**config.mk**
```make
export PLATFORM = sky130hd
export DESIGN_NAME = gray_code_converter_pipe
export DESIGN_NICKNAME = d
export VERILOG_FILES = /design/src/rtl/gray_pkg.sv /design/src/rtl/gray_pipe_stage.sv /design/src/rtl/gray_code_converter_pipe.sv
export SDC_FILE = /design/constraint.sdc
export NUM_CORES = 1
export LEC_CHECK = 0
export CAP_MARGIN = 10
export CORE_MARGIN = 4
export CORE_UTILIZATION = 40
export DETAILED_ROUTE_END_ITERATION = 6
export GPL_ROUTABILITY_DRIVEN = 0
export GPL_TIMING_DRIVEN = 1
export PLACE_DENSITY = 0.76
export SETUP_SLACK_MARGIN = 0.3
export SYNTH_ARGS = -nofsm -noshare
export SYNTH_HDL_FRONTEND = slang
export SYNTH_SLANG_ARGS = --single-unit
```
**constraint.sdc**
```tcl
create_clock -name clk -period 1.09 [get_ports clk]
set_input_delay 0.109 -clock clk [delete_from_list [all_inputs] [get_ports clk]]
set_output_delay 0.109 -clock clk [all_outputs]
set_load 0.005 [all_outputs]
```
**src/rtl/gray_pkg.sv**
```systemverilog
// ---------------------------------------------------------------------------
// gray_pkg
//   Shared types and helpers for the Gray<->binary converter pipeline.
//   - mode_e   : per-word conversion direction carried through the pipe
//   - gray2bin : Gray -> binary, width-generic (operates on MAX_W bits;
//                narrower callers zero-extend in and truncate out)
//   - bin2gray : binary -> Gray, width-generic in the same way
//   - popcount : number of set bits in a MAX_W-bit vector
// ---------------------------------------------------------------------------
package gray_pkg;

  typedef enum logic {
    MODE_G2B = 1'b0,
    MODE_B2G = 1'b1
  } mode_e;

  localparam int MAX_W = 64;

  // Zero-extended upper bits contribute nothing to the prefix XOR, so an
  // N-bit value converted at MAX_W and truncated back to N bits is exact.
  function automatic logic [MAX_W-1:0] gray2bin(input logic [MAX_W-1:0] g);
    logic [MAX_W-1:0] b;
    b = '0;
    b[MAX_W-1] = g[MAX_W-1];
    for (int i = MAX_W - 2; i >= 0; i--) begin
      b[i] = b[i+1] ^ g[i];
    end
    return b;
  endfunction

  function automatic logic [MAX_W-1:0] bin2gray(input logic [MAX_W-1:0] b);
    return b ^ (b >> 1);
  endfunction

  function automatic int popcount(input logic [MAX_W-1:0] v);
    int cnt;
    cnt = 0;
    for (int i = 0; i < MAX_W; i++) begin
      if (v[i]) cnt++;
    end
    return cnt;
  endfunction

endpackage

```
**src/rtl/gray_pipe_stage.sv**
```systemverilog
// ---------------------------------------------------------------------------
// gray_pipe_stage
//   One elastic register slice holding {valid, mode, data}.
//   Ports:
//     clk, rstn              clock, asynchronous active-low reset
//     in_valid/in_ready      upstream handshake (in_ready is combinational
//                            from out_ready)
//     in_mode, in_data       word entering the slice
//     out_valid/out_ready    downstream handshake
//     out_mode, out_data     registered word leaving the slice
//   Parameter W: data width.
// ---------------------------------------------------------------------------
module gray_pipe_stage
  import gray_pkg::*;
#(
  parameter int W = 4
) (
  input  logic         clk,
  input  logic         rstn,
  input  logic         in_valid,
  output logic         in_ready,
  input  mode_e        in_mode,
  input  logic [W-1:0] in_data,
  output logic         out_valid,
  input  logic         out_ready,
  output mode_e        out_mode,
  output logic [W-1:0] out_data
);

  logic         valid_q, valid_d;
  mode_e        mode_q, mode_d;
  logic [W-1:0] data_q, data_d;
  logic         load;

  always_comb begin
    // The slice can take a word when it is empty or its word leaves now.
    in_ready = !valid_q || out_ready;
    load     = in_ready && in_valid;
    valid_d  = in_ready ? in_valid : valid_q;
    // Payload only changes on a real load, so a stalled or drained slice
    // keeps its last value.
    mode_d   = load ? in_mode : mode_q;
    data_d   = load ? in_data : data_q;
  end

  always_ff @(posedge clk or negedge rstn) begin
    if (!rstn) begin
      valid_q <= 1'b0;
      mode_q  <= MODE_G2B;
      data_q  <= '0;
    end else begin
      valid_q <= valid_d;
      mode_q  <= mode_d;
      data_q  <= data_d;
    end
  end

  assign out_valid = valid_q;
  assign out_mode  = mode_q;
  assign out_data  = data_q;

endmodule

```
**src/rtl/gray_code_converter_pipe.sv**
```systemverilog
// ---------------------------------------------------------------------------
// gray_code_converter_pipe
//   Pipelined Gray<->binary converter with valid/ready on both sides.
//   The conversion is combinational into the first register slice; the
//   remaining PIPE_DEPTH-1 slices only carry the word. Backpressure ripples
//   combinationally from out_ready back to in_ready.
//   Parameters:
//     N           data width (2..64)
//     PIPE_DEPTH  register slices between acceptance and output (1..4)
//   Ports:
//     clk, rstn             clock, asynchronous active-low reset
//     in_valid/in_ready     input handshake
//     in_mode               MODE_G2B (Gray->binary) or MODE_B2G
//     in_data               value to convert
//     out_valid/out_ready   output handshake
//     out_mode, out_data    mode and converted value
//     err_adj, err_clr      sticky Gray adjacency error and its clear
//                           (present only when GRAY_ADJ_CHECK_EN is defined)
//   Build option: GRAY_ADJ_CHECK_EN enables the adjacency checker.
// ---------------------------------------------------------------------------
module gray_code_converter_pipe
  import gray_pkg::*;
#(
  parameter int N          = 4,
  parameter int PIPE_DEPTH = 2
) (
  input  logic         clk,
  input  logic         rstn,
  input  logic         in_valid,
  output logic         in_ready,
  input  mode_e        in_mode,
  input  logic [N-1:0] in_data,
  output logic         out_valid,
  input  logic         out_ready,
  output mode_e        out_mode,
  output logic [N-1:0] out_data
`ifdef GRAY_ADJ_CHECK_EN
  ,
  output logic         err_adj,
  input  logic         err_clr
`endif
);

  // Chain index 0 is the input side, index PIPE_DEPTH the output side.
  logic         valid_c [PIPE_DEPTH+1];
  logic         ready_c [PIPE_DEPTH+1];
  mode_e        mode_c  [PIPE_DEPTH+1];
  logic [N-1:0] data_c  [PIPE_DEPTH+1];
  logic [N-1:0] conv_data;

  always_comb begin
    if (in_mode == MODE_B2G) begin
      conv_data = N'(bin2gray(MAX_W'(in_data)));
    end else begin
      conv_data = N'(gray2bin(MAX_W'(in_data)));
    end
  end

  assign valid_c[0]          = in_valid;
  assign mode_c[0]           = in_mode;
  assign data_c[0]           = conv_data;
  assign in_ready            = ready_c[0];
  assign ready_c[PIPE_DEPTH] = out_ready;
  assign out_valid           = valid_c[PIPE_DEPTH];
  assign out_mode            = mode_c[PIPE_DEPTH];
  assign out_data            = data_c[PIPE_DEPTH];

  generate
    for (genvar gi = 0; gi < PIPE_DEPTH; gi++) begin : g_stage
      gray_pipe_stage #(
        .W(N)
      ) u_stage (
        .clk      (clk),
        .rstn     (rstn),
        .in_valid (valid_c[gi]),
        .in_ready (ready_c[gi]),
        .in_mode  (mode_c[gi]),
        .in_data  (data_c[gi]),
        .out_valid(valid_c[gi+1]),
        .out_ready(ready_c[gi+1]),
        .out_mode (mode_c[gi+1]),
        .out_data (data_c[gi+1])
      );
    end
  endgenerate

`ifdef GRAY_ADJ_CHECK_EN
  logic [N-1:0] prev_gray_q, prev_gray_d;
  logic         prev_seen_q, prev_seen_d;
  logic         err_adj_q, err_adj_d;
  logic         g2b_accept;
  logic         adj_viol;

  always_comb begin
    // Only accepted Gray-coded (mode 0) words form the tracked sequence.
    g2b_accept  = in_valid && in_ready && (in_mode == MODE_G2B);
    adj_viol    = g2b_accept && prev_seen_q &&
                  (popcount(MAX_W'(in_data ^ prev_gray_q)) != 1);
    prev_gray_d = g2b_accept ? in_data : prev_gray_q;
    prev_seen_d = prev_seen_q || g2b_accept;
    // A fresh violation beats a simultaneous clear.
    if (adj_viol) begin
      err_adj_d = 1'b1;
    end else if (err_clr) begin
      err_adj_d = 1'b0;
    end else begin
      err_adj_d = err_adj_q;
    end
  end

  always_ff @(posedge clk or negedge rstn) begin
    if (!rstn) begin
      prev_gray_q <= '0;
      prev_seen_q <= 1'b0;
      err_adj_q   <= 1'b0;
    end else begin
      prev_gray_q <= prev_gray_d;
      prev_seen_q <= prev_seen_d;
      err_adj_q   <= err_adj_d;
    end
  end

  assign err_adj = err_adj_q;
`endif

endmodule

```
Word level (Yosys, flattened, before mapping). Index checks and enable logic that the tools add are counted.

Output and inout port bits: 7. Flip-flop bits (word level): 12.

Mux-type cells: 1. Reductions and logical operators: 6. Bitwise gates (word level): 4.

Operators with widths (count): 4-bit 2-to-1 mux (1); 4-bit by 3-bit XOR with 4-bit output (1); 1-bit XOR (3); 1-bit logical AND (2); 1-bit logical NOT (2); 1-bit logical OR (2).

Longest topological paths before layout. Gate-level depths: netlist (run 1).

Depth in word-level cells: 4. Depth in mapped cells: 3. Gate-level depth less buffers: 3.

Modules after synthesis. Synthesis (run 1) repeated with hierarchy kept, for this count alone.

Cell total of the unflattened synthesis: 35. Area total of the unflattened synthesis: 571.8 µm².

Modules (own cells, without submodules): gray_pipe_stage (instances 2, area an instance 257.7 µm², cells an instance 14); gray_code_converter_pipe (instances 1, area an instance 56.3 µm², cells an instance 7).

Least setup slack after synthesis (run 1). No wires, ideal clock.

Path kind: register -> register. Start: reg g_stage[1].u_stage.valid_q. End: reg g_stage[1].u_stage.data_q[0]. Arrival: 967 ps. Period minus slack after synthesis: 1092 ps. Slack: -2 ps. Setup time: 125 ps. Buffers on the path: 0. Cell stages (with the launch flop): 4. Cells stage by stage: dfrtp_1 > nand2b_1 > nand2_1 > mux2_2.

Word-level cells in the longest chain between the ends: 3.

RTL lines: start: declaration (RTL line gray_pipe_stage.sv:30) `logic valid_q, valid_d;`; start signal: assignment (RTL line gray_pipe_stage.sv:52) `valid_q <= valid_d;`; 1-bit logical NOT (RTL line gray_pipe_stage.sv:37) `in_ready = !valid_q || out_ready;`; 1-bit logical OR (RTL line gray_pipe_stage.sv:37); 1-bit logical AND (RTL line gray_pipe_stage.sv:38) `load = in_ready && in_valid;`; end signal: assignment (RTL line gray_pipe_stage.sv:54) `data_q <= data_d;`; end: declaration (RTL line gray_pipe_stage.sv:32) `logic [W-1:0] data_q, data_d;`.

No other way between the ends. A chain may end at the register's enable or synchronous reset.

Worst setup path after layout (run 1).
Start: reg g_stage[1].u_stage.valid_q. End: reg g_stage[1].u_stage.data_q[1].

Same word-level chain as after synthesis.

==> flow_results.org, run 1 <==
** Global routing
- Largest net degree at the start of global routing :: 13
- First-pass GRT wire length :: between 1.5 and 2 mm
- Global route overflow :: 0
- The via count of the first global-routing pass is ~350.
- The initial antenna violation count was 0.
- Global routing used 10.8% of the available tracks across all layers.

** Critical path
- The endpoint identified for the worst register-to-register timing path is g_stage[1].u_stage.out_data[1]$_DFFE_PN0P_.
- Worst setup path endpoint :: g_stage[1].u_stage.out_data[1]$_DFFE_PN0P_
- The worst register-to-register path has a depth of 4.
- Worst setup SP type :: flop
- Worst setup slack for register-to-register paths :: -0.02 ns
- The startpoint identified for the worst register-to-register timing path is g_stage[1].u_stage.out_valid$_DFFE_PN0P_.
- Category of the critical setup timing path :: reg2reg
- In this run the worst path has a maximum fanout of 5.
- Data on the critical path is required at its endpoint by 1.24 ns.
- The worst setup path is captured at a flop.
- The critical path starts at g_stage[1].u_stage.out_valid$_DFFE_PN0P_.
- At the worst endpoint, the arrival time is 1.26 ns.

** Route
- Remaining number of nets flagged by the antenna check after routing :: 0
- Summed over all layers, the routed wires come to 918 um.
- The highest metal layer carrying signal wires in the routed design is met4.
- Wire length on met3 :: between 40 and 50 um
- Final routed DRC violation total :: 0
- The detailed router placed ~370 vias in this run.
- Violation count after the first detailed-routing iteration :: 4
- Detailed-route vias per instance :: 4.50
- Detailed route wirelength on metal2 :: 425 um
- The first detailed-routing pass ran for 3 iterations.
- Wirelength per Cell :: around 11 um
- After detailed routing, the wire length on met1 is around 430 um.

** Floorplanning
- Measured along the x axis, the die boundary spans ~45 um.
- Placeable core area :: approximately 1300 um2
- Number of standard-cell rows in the floorplan :: 13
- The die covers approximately 2100 um2.
- The floorplan step set the die height to between 40 and 50 um.
- Boundary pin count :: 16
- The initial utilization of the core area, before any placement, comes to around 43%.

** Synth
- Of all cell types, the one taking the most synthesized area is sky130_fd_sc_hd__dfrtp_1.
- Seq/Total Area, Yosys :: about 54%
- The cell area that synthesis handed to floorplanning was 559 um2.
- Mean instance size in the synthesized netlist :: approximately 14 um2
- Instance count of the mapped netlist :: 41
- The number of nets handed over by synthesis was 50.
- By area the synthesized netlist is led by sky130_fd_sc_hd__dfrtp_1 54%, sky130_fd_sc_hd__mux2_2 18%, sky130_fd_sc_hd__buf_4 5.4%.
- Of the post-synthesis cell area, the dominant cell type holds 53.7%.
- Count of state elements after synthesis :: 12
- Count of warnings emitted by yosys :: 0
- The synthesized netlist contains 15 unique library cells.

** CTS
- TritonCTS built the clock tree.
- No sink is reached through more buffers than the 2 on the longest clock path.
- Maximum level of the CTS H-tree :: 1
- Clock tree sinks :: 12
- CTS Hold Buffers Added :: 0
- Clock-pin slew was measured on the worst setup and hold paths at approximately 0.08 ns.
- Worst skew pair latency :: 0.26 ns
- Root buf cell :: sky130_fd_sc_hd__clkbuf_4
- In this run, CTS created clock tree buffers numbering 3.

** Outcome
- The checks that failed: negative setup slack.
- Result of the run :: complete, but fails checks

** STA
- For the final routed database, the setup TNS stands at -0.0645 ns.
- Smallest setup slack after layout :: -0.0180 ns
- Count of final hold-check violations :: 0
- Post-route fraction of the period consumed by the critical path :: 102%
- Timing would allow up to ~900 MHz.
- In this run the tightest slew margin relative to its limit is 86.7%.
- Worst clock skew on the final layout :: around 0.0023 ns
- Setup violations remaining at the end of the flow were counted as 8.
- Unrepaired setup endpoints after global routing :: yes
- At the pin with the least slew margin, the transition time is about 0.20 ns.
- Max-slew violation count :: 0
- After layout, the minimum clock period comes to 1.11 ns.

** Final layout
- The number of antenna diodes in the final layout is 0.
- Leaving out fill and tap cells, the most frequent cells in the layout are 12 x sky130_fd_sc_hd__dfrtp_1, 10 x sky130_fd_sc_hd__buf_4, 8 x sky130_fd_sc_hd__clkdlybuf4s50_1, 7 x sky130_fd_sc_hd__mux2_2, 6 x sky130_fd_sc_hd__buf_2.
- Cells with a size suffix above 1 make up a little under three fifths of the layout.
- The library cell used most frequently in the layout, excluding fill and tap cells, is sky130_fd_sc_hd__dfrtp_1.
- For this run, the post-layout net count is 77.
- From synthesis to final layout, the design area changed by 48.3%.

** Power
- Power spread over the standard cell area amounts to between 1500 and 2000 nW/um2.
- Static leakage :: about 0.40 nW
- The completed layout was analyzed and its total power is between 1 and 1.5 mW.
- VDD IR-drop max :: about 0.94 mV

** Placed design
- Input and output buffers added on the ports amount to 15.
- Post-place setup slack :: -0.268 ns

** Job
- Max-cap violation count :: 0

** Min path
- The min-delay analysis places its worst path in the category in2async.
==> sequential cells by signal, indices dropped and copies added, names as in the netlist <==
| signal | cells |
|---|---|
| g_stage.u_stage.out_data | 8 |
| g_stage.u_stage.out_mode | 2 |
| g_stage.u_stage.out_valid | 2 |
==> through the flow <==
stage / instances / hold slack (ns) / util [%] / instance area, um2
2_1_floorplan: 41 / -0.187 / - / 567
3_3_place_gp: 71 / 0.418 / 56.5 / 736
3_5_place_dp: 71 / 0.422 / 56.5 / 736
4_1_cts: 80 / 0.130 / 62.4 / 812
5_1_grt: 82 / 0.132 / 63.7 / 830
6_report: 82 / 0.135 / 63.7 / 830
==> timing repair <==
action	CTS	global route
gates cloned	0	0
pin swaps	1	0
setup endpoints to repair	18	19
gates resized for setup	32	2
setup buffers	5	2
==> cell type report <==
class | instances | area, um2
Clock buffer | 4 | 36.3
Fill cell | 104 | 472
Inverter | 1 | 3.75
Multi-Input combinational cell | 24 | 269
Sequential cell | 12 | 300
Tap cell | 15 | 18.8
Timing Repair Buffer | 26 | 201
==> critical path: stages, from the launching register on <==
cell                       delay, ns
sky130_fd_sc_hd__dfrtp_1        0.38
sky130_fd_sc_hd__buf_4          0.14
sky130_fd_sc_hd__nand2b_4       0.11
sky130_fd_sc_hd__nand2_8        0.07
sky130_fd_sc_hd__mux2_4         0.29
==> kinds of logic (layout without fill, tap and decap cells) <==
family	after synthesis	after routing	synth area share [%]
multiplexers	9	9	18.1
AND/OR/NAND/NOR	8	8	11.0
XOR/XNOR	4	4	6.27
AO/OA/AOI/OAI	3	3	4.92
flip-flops	12	12	53.7
buffers and inverters	5	31	6.04
==> cells in the mapped netlist <==
cell type / instances
sky130_fd_sc_hd__dfrtp_1: 12
sky130_fd_sc_hd__mux2_2: 9
sky130_fd_sc_hd__buf_4: 4
sky130_fd_sc_hd__nand2b_1: 3
sky130_fd_sc_hd__xnor2_1: 2
sky130_fd_sc_hd__xor2_1: 2
sky130_fd_sc_hd__a21bo_2: 1
sky130_fd_sc_hd__a21oi_1: 1
sky130_fd_sc_hd__and3_1: 1
sky130_fd_sc_hd__inv_1: 1
sky130_fd_sc_hd__nand2_1: 1
sky130_fd_sc_hd__nand2_2: 1
sky130_fd_sc_hd__nand3b_4: 1
sky130_fd_sc_hd__nor2b_1: 1
sky130_fd_sc_hd__o31ai_2: 1
==> report_power, final <==
part	total, mW	switching [mW]	internal (mW)	leakage [nW]
clock	0.344	0.142	0.203	0.0210
sequential	0.586	0.0458	0.541	0.139
combinational	0.403	0.134	0.268	0.237
==> worst min-delay path by stage <==
stage / from / to / depth (start not counted)
6_report: rstn / g_stage[0].u_stage.out_mode$_DFFE_PN0P_ / 2
5_1_grt: rstn / g_stage[1].u_stage.out_data[2]$_DFFE_PN0P_ / 2
4_1_cts: rstn / g_stage[1].u_stage.out_data[2]$_DFFE_PN0P_ / 2
3_5_place_dp: rstn / g_stage[0].u_stage.out_data[1]$_DFFE_PN0P_ / 2
3_3_place_gp: rstn / g_stage[0].u_stage.out_data[3]$_DFFE_PN0P_ / 2
2_1_floorplan: rstn / g_stage[0].u_stage.out_data[0]$_DFFE_PN0P_ / 0
==> routing by layer <==
| metal | up-vias | track usage [%] |
|---|---|---|
| met3 | 2 | 3.56 |
| met2 | 11 | 14.5 |
| li1 | 187 | - |
| met4 | 0 | 8.77 |
| met5 | - | 0 |
| met1 | 169 | 14.0 |
Power figures use the tool's default switching activity.
==> run 2, diff against run 1 <==
--- a/config.mk
+++ b/config.mk
@@ -10,7 +10,7 @@
 export CORE_UTILIZATION = 40
 export DETAILED_ROUTE_END_ITERATION = 6
 export GPL_ROUTABILITY_DRIVEN = 0
-export GPL_TIMING_DRIVEN = 1
+export GPL_TIMING_DRIVEN = 0
 export PLACE_DENSITY = 0.76
 export SETUP_SLACK_MARGIN = 0.3
 export SYNTH_ARGS = -nofsm -noshare
==> run 2 against run 1 <==
The flow still finishes with violations (negative setup slack). Hold slack improved by 0.055 ns. Maximum frequency is 1.3% lower. First-iteration DRC count is 50% lower.
==> flow_results.org, run 2 (same netlist as run 1, synthesis figures left out) <==
** Outcome
- Result of the run :: complete, but fails checks (unchanged)
- Failing checks :: negative setup slack (unchanged)

** Route
- The first-pass iteration count of the detailed router was 3 (unchanged).
- The number of DRC markers in iteration 0 is 2 (was 4).
- Remaining number of nets flagged by the antenna check after routing :: 0 (unchanged)
- The DRC violation count after routing was 0 (unchanged).
- Routed vias :: 403 (was 369)
- The via count normalized by instance count is 4.86 (was 4.50).
- Detailed-route wire length :: 1.03 mm (was 918 um)
- Wirelength per Cell :: 12.4 um (was 11.2 um)

** Power
- The power density of the placed cells is 1670 nW/um2 (was 1610 nW/um2).
- Total chip power :: 1.53 mW (was 1.33 mW)
- Static leakage :: 0.438 nW (was 0.397 nW)
- The maximum VDD drop is 1.03 mV (was 0.941 mV).

** Final layout
- Leading cell types in the layout, fill and taps excluded: 11 x sky130_fd_sc_hd__buf_6, 11 x sky130_fd_sc_hd__dfrtp_1, 8 x sky130_fd_sc_hd__mux2_4, 8 x sky130_fd_sc_hd__clkdlybuf4s50_1, 6 x sky130_fd_sc_hd__buf_4 (was 12 x sky130_fd_sc_hd__dfrtp_1, 10 x sky130_fd_sc_hd__buf_4, 8 x sky130_fd_sc_hd__clkdlybuf4s50_1, 7 x sky130_fd_sc_hd__mux2_2, 6 x sky130_fd_sc_hd__buf_2).
- The post-route standard cell area excluding fillers came to 912 um2 (was 830 um2).
- Synth-to-layout area growth :: 63.1% (was 48.3%)
- The final net count was 78 (was 77).
- The number of filler instances in the final layout was 98 (was 104).
- Max reg flops :: 8 (unchanged)
- Ratio of cells with drive above 1 in the final layout :: 57.4% (was 56.7%)
- The count of inserted antenna diode cells was 0 (unchanged).

** Floorplanning
- The area of the die came to 2060 um2 (unchanged).
- The total I/O pin count is 16 (unchanged).
- The y dimension of the die came to 45.4 um (unchanged).
- The area of the core region came to 1300 um2 (unchanged).
- Die W :: 45.4 um (unchanged)
- The number of placement rows came to 13 (unchanged).
- Starting density of the core :: 43.0% (unchanged)

** CTS
- The H-tree depth reported by CTS is 1 (unchanged).
- Worst skew pair latency :: 0.26 ns (about the same)
- The number of clock buffers inserted by TritonCTS is 3 (unchanged).
- The post-cts hold buffer count is 0 (unchanged).
- The total clock sinks came to 12 (unchanged).
- The clock-pin slew on the worst setup and hold paths came to 0.07 ns (was 0.08 ns).
- The CTS tree was yes (unchanged).
- The maximum buffer depth of the clock tree was 2 (unchanged).
- Root buf cell :: sky130_fd_sc_hd__clkbuf_4 (unchanged)

** Critical path
- The maximum fanout along the worst path was 5 (unchanged).
- Type of element capturing the critical path :: flop (unchanged)
- Worst Path Arrival :: 1.27 ns (was 1.26 ns)
- The startpoint type of the worst setup path is a flop (unchanged).
- Worst path required time :: 1.23 ns (was 1.24 ns)
- The critical setup path kind is reg2reg (unchanged).
- Launching element of the worst setup path :: g_stage[1].u_stage.out_valid$_DFFE_PN0P_ (unchanged)
- The reg-to-reg startpoint is g_stage[1].u_stage.out_valid$_DFFE_PN0P_ (unchanged).

** STA
- Slew at the pin with the worst max-slew slack :: 0.514 ns (was 0.198 ns)
- The slack of the critical path came to -0.0325 ns (was -0.0180 ns).
- Post-route fraction of the period consumed by the critical path :: 103% (was 102%)
- The headroom to the max-slew limit is 65.6% (was 86.7%).
- Unrepaired setup endpoints after global routing: yes (unchanged).
- Worst clock skew on the final layout :: 0.000676 ns (was 0.00232 ns)
- The peak clock frequency supported by timing was 891 MHz (was 903 MHz).
- The accumulated negative setup slack came to -0.180 ns (was -0.0645 ns).
- The number of hold-slack violations in the final timing report is 0 (unchanged).
- The post-route worst hold slack is 0.190 ns (was 0.135 ns).
- Setup Viol. Count Final :: 10 (was 8)
- Max-slew violation count :: 0 (unchanged)
- The shortest period the worst path allows came to 1.12 ns (was 1.11 ns).

** Placed design
- The count of buffers inserted at the top-level ports came to 15 (unchanged).
- The worst setup slack after placement is -0.270 ns (was -0.268 ns).
- DP Area :: 736 um2 (unchanged)

** Global routing
- The overall track demand over capacity in global routing is 11.8% (was 10.8%).
- Largest net degree at the start of global routing :: 13 (unchanged)
- Global route overflow :: 0 (unchanged)
- Vias in the first global route :: 403 (was 347)
- The first-pass GRT wire length came to 1.67 mm (was 1.52 mm).
- Number of antenna violations at the first check in global routing :: 0 (unchanged)

** Job
- The max-cap check violation count was 0 (unchanged).

** Min path
- The path category of the worst min-delay check was in2async (unchanged).
[run 2: power by group]
part	total (mW)	switching (mW)	internal (mW)	leakage (nW)
Combinational	0.587	0.165	0.423	0.279
Sequential	0.605	0.0626	0.542	0.138
Clock	0.334	0.131	0.202	0.0210
[run 2: final cells by class]
class / count / area [um2] / area share, %
plain buffers: 4 / 45.0 / 4.94
clock buffers: 4 / 36.3 / 3.98
inverters: 1 / 3.75 / 0.412
multi-input cells: 24 / 293 / 32.1
flip-flops and latches: 12 / 302 / 33.1
well taps: 15 / 18.8 / 2.06
repair buffers: 23 / 214 / 23.5
[run 2: final timing paths]
kind                       cells after the start                                          to  slack [ns]
min in group clk                               1  g_stage[0].u_stage.out_data[1]$_DFFE_PN0P_        0.52
hold reg to reg                                1  g_stage[0].u_stage.out_data[1]$_DFFE_PN0P_        0.52
max in group asynchronous                      1    g_stage[0].u_stage.out_valid$_DFFE_PN0P_        0.53
hold / removal                                 1  g_stage[0].u_stage.out_data[1]$_DFFE_PN0P_        0.19
setup reg to reg                               4     g_stage[0].u_stage.out_mode$_DFFE_PN0P_       -0.03
setup / recovery                               4     g_stage[0].u_stage.out_mode$_DFFE_PN0P_       -0.03
[run 2: metrics by stage]
step	cells	utilization (%)
global placement	71	56.5
CTS	81	67.0
finish	83	70.1
floorplan	41	-
global route	83	70.1
detailed placement	71	56.5
[run 2: timing repair]
action / in CTS / in global routing
setup endpoints to repair: 17 / 18
endpoints found under the hold margin: 0 / 0
gates cloned: 0 / 0
pin swaps: 2 / 2
buffers inserted: 6 / 2
gates resized for setup: 44 / 8
[run 2: critical path: stages (launching register included)]
cell and delay (ns):
sky130_fd_sc_hd__dfrtp_1 0.39, sky130_fd_sc_hd__buf_6 0.13, sky130_fd_sc_hd__nand3b_4 0.10, sky130_fd_sc_hd__nand2_8 0.08
sky130_fd_sc_hd__mux2_4 0.30
[run 2: layer usage]
metal | vias up | GRT usage [%] | wire length, um
met5 | - | 0 | 0
met4 | 0 | 7.02 | 23
met3 | 2 | 3.56 | 43
met2 | 11 | 20.3 | 565
met1 | 197 | 12.3 | 397
li1 | 193 | - | -
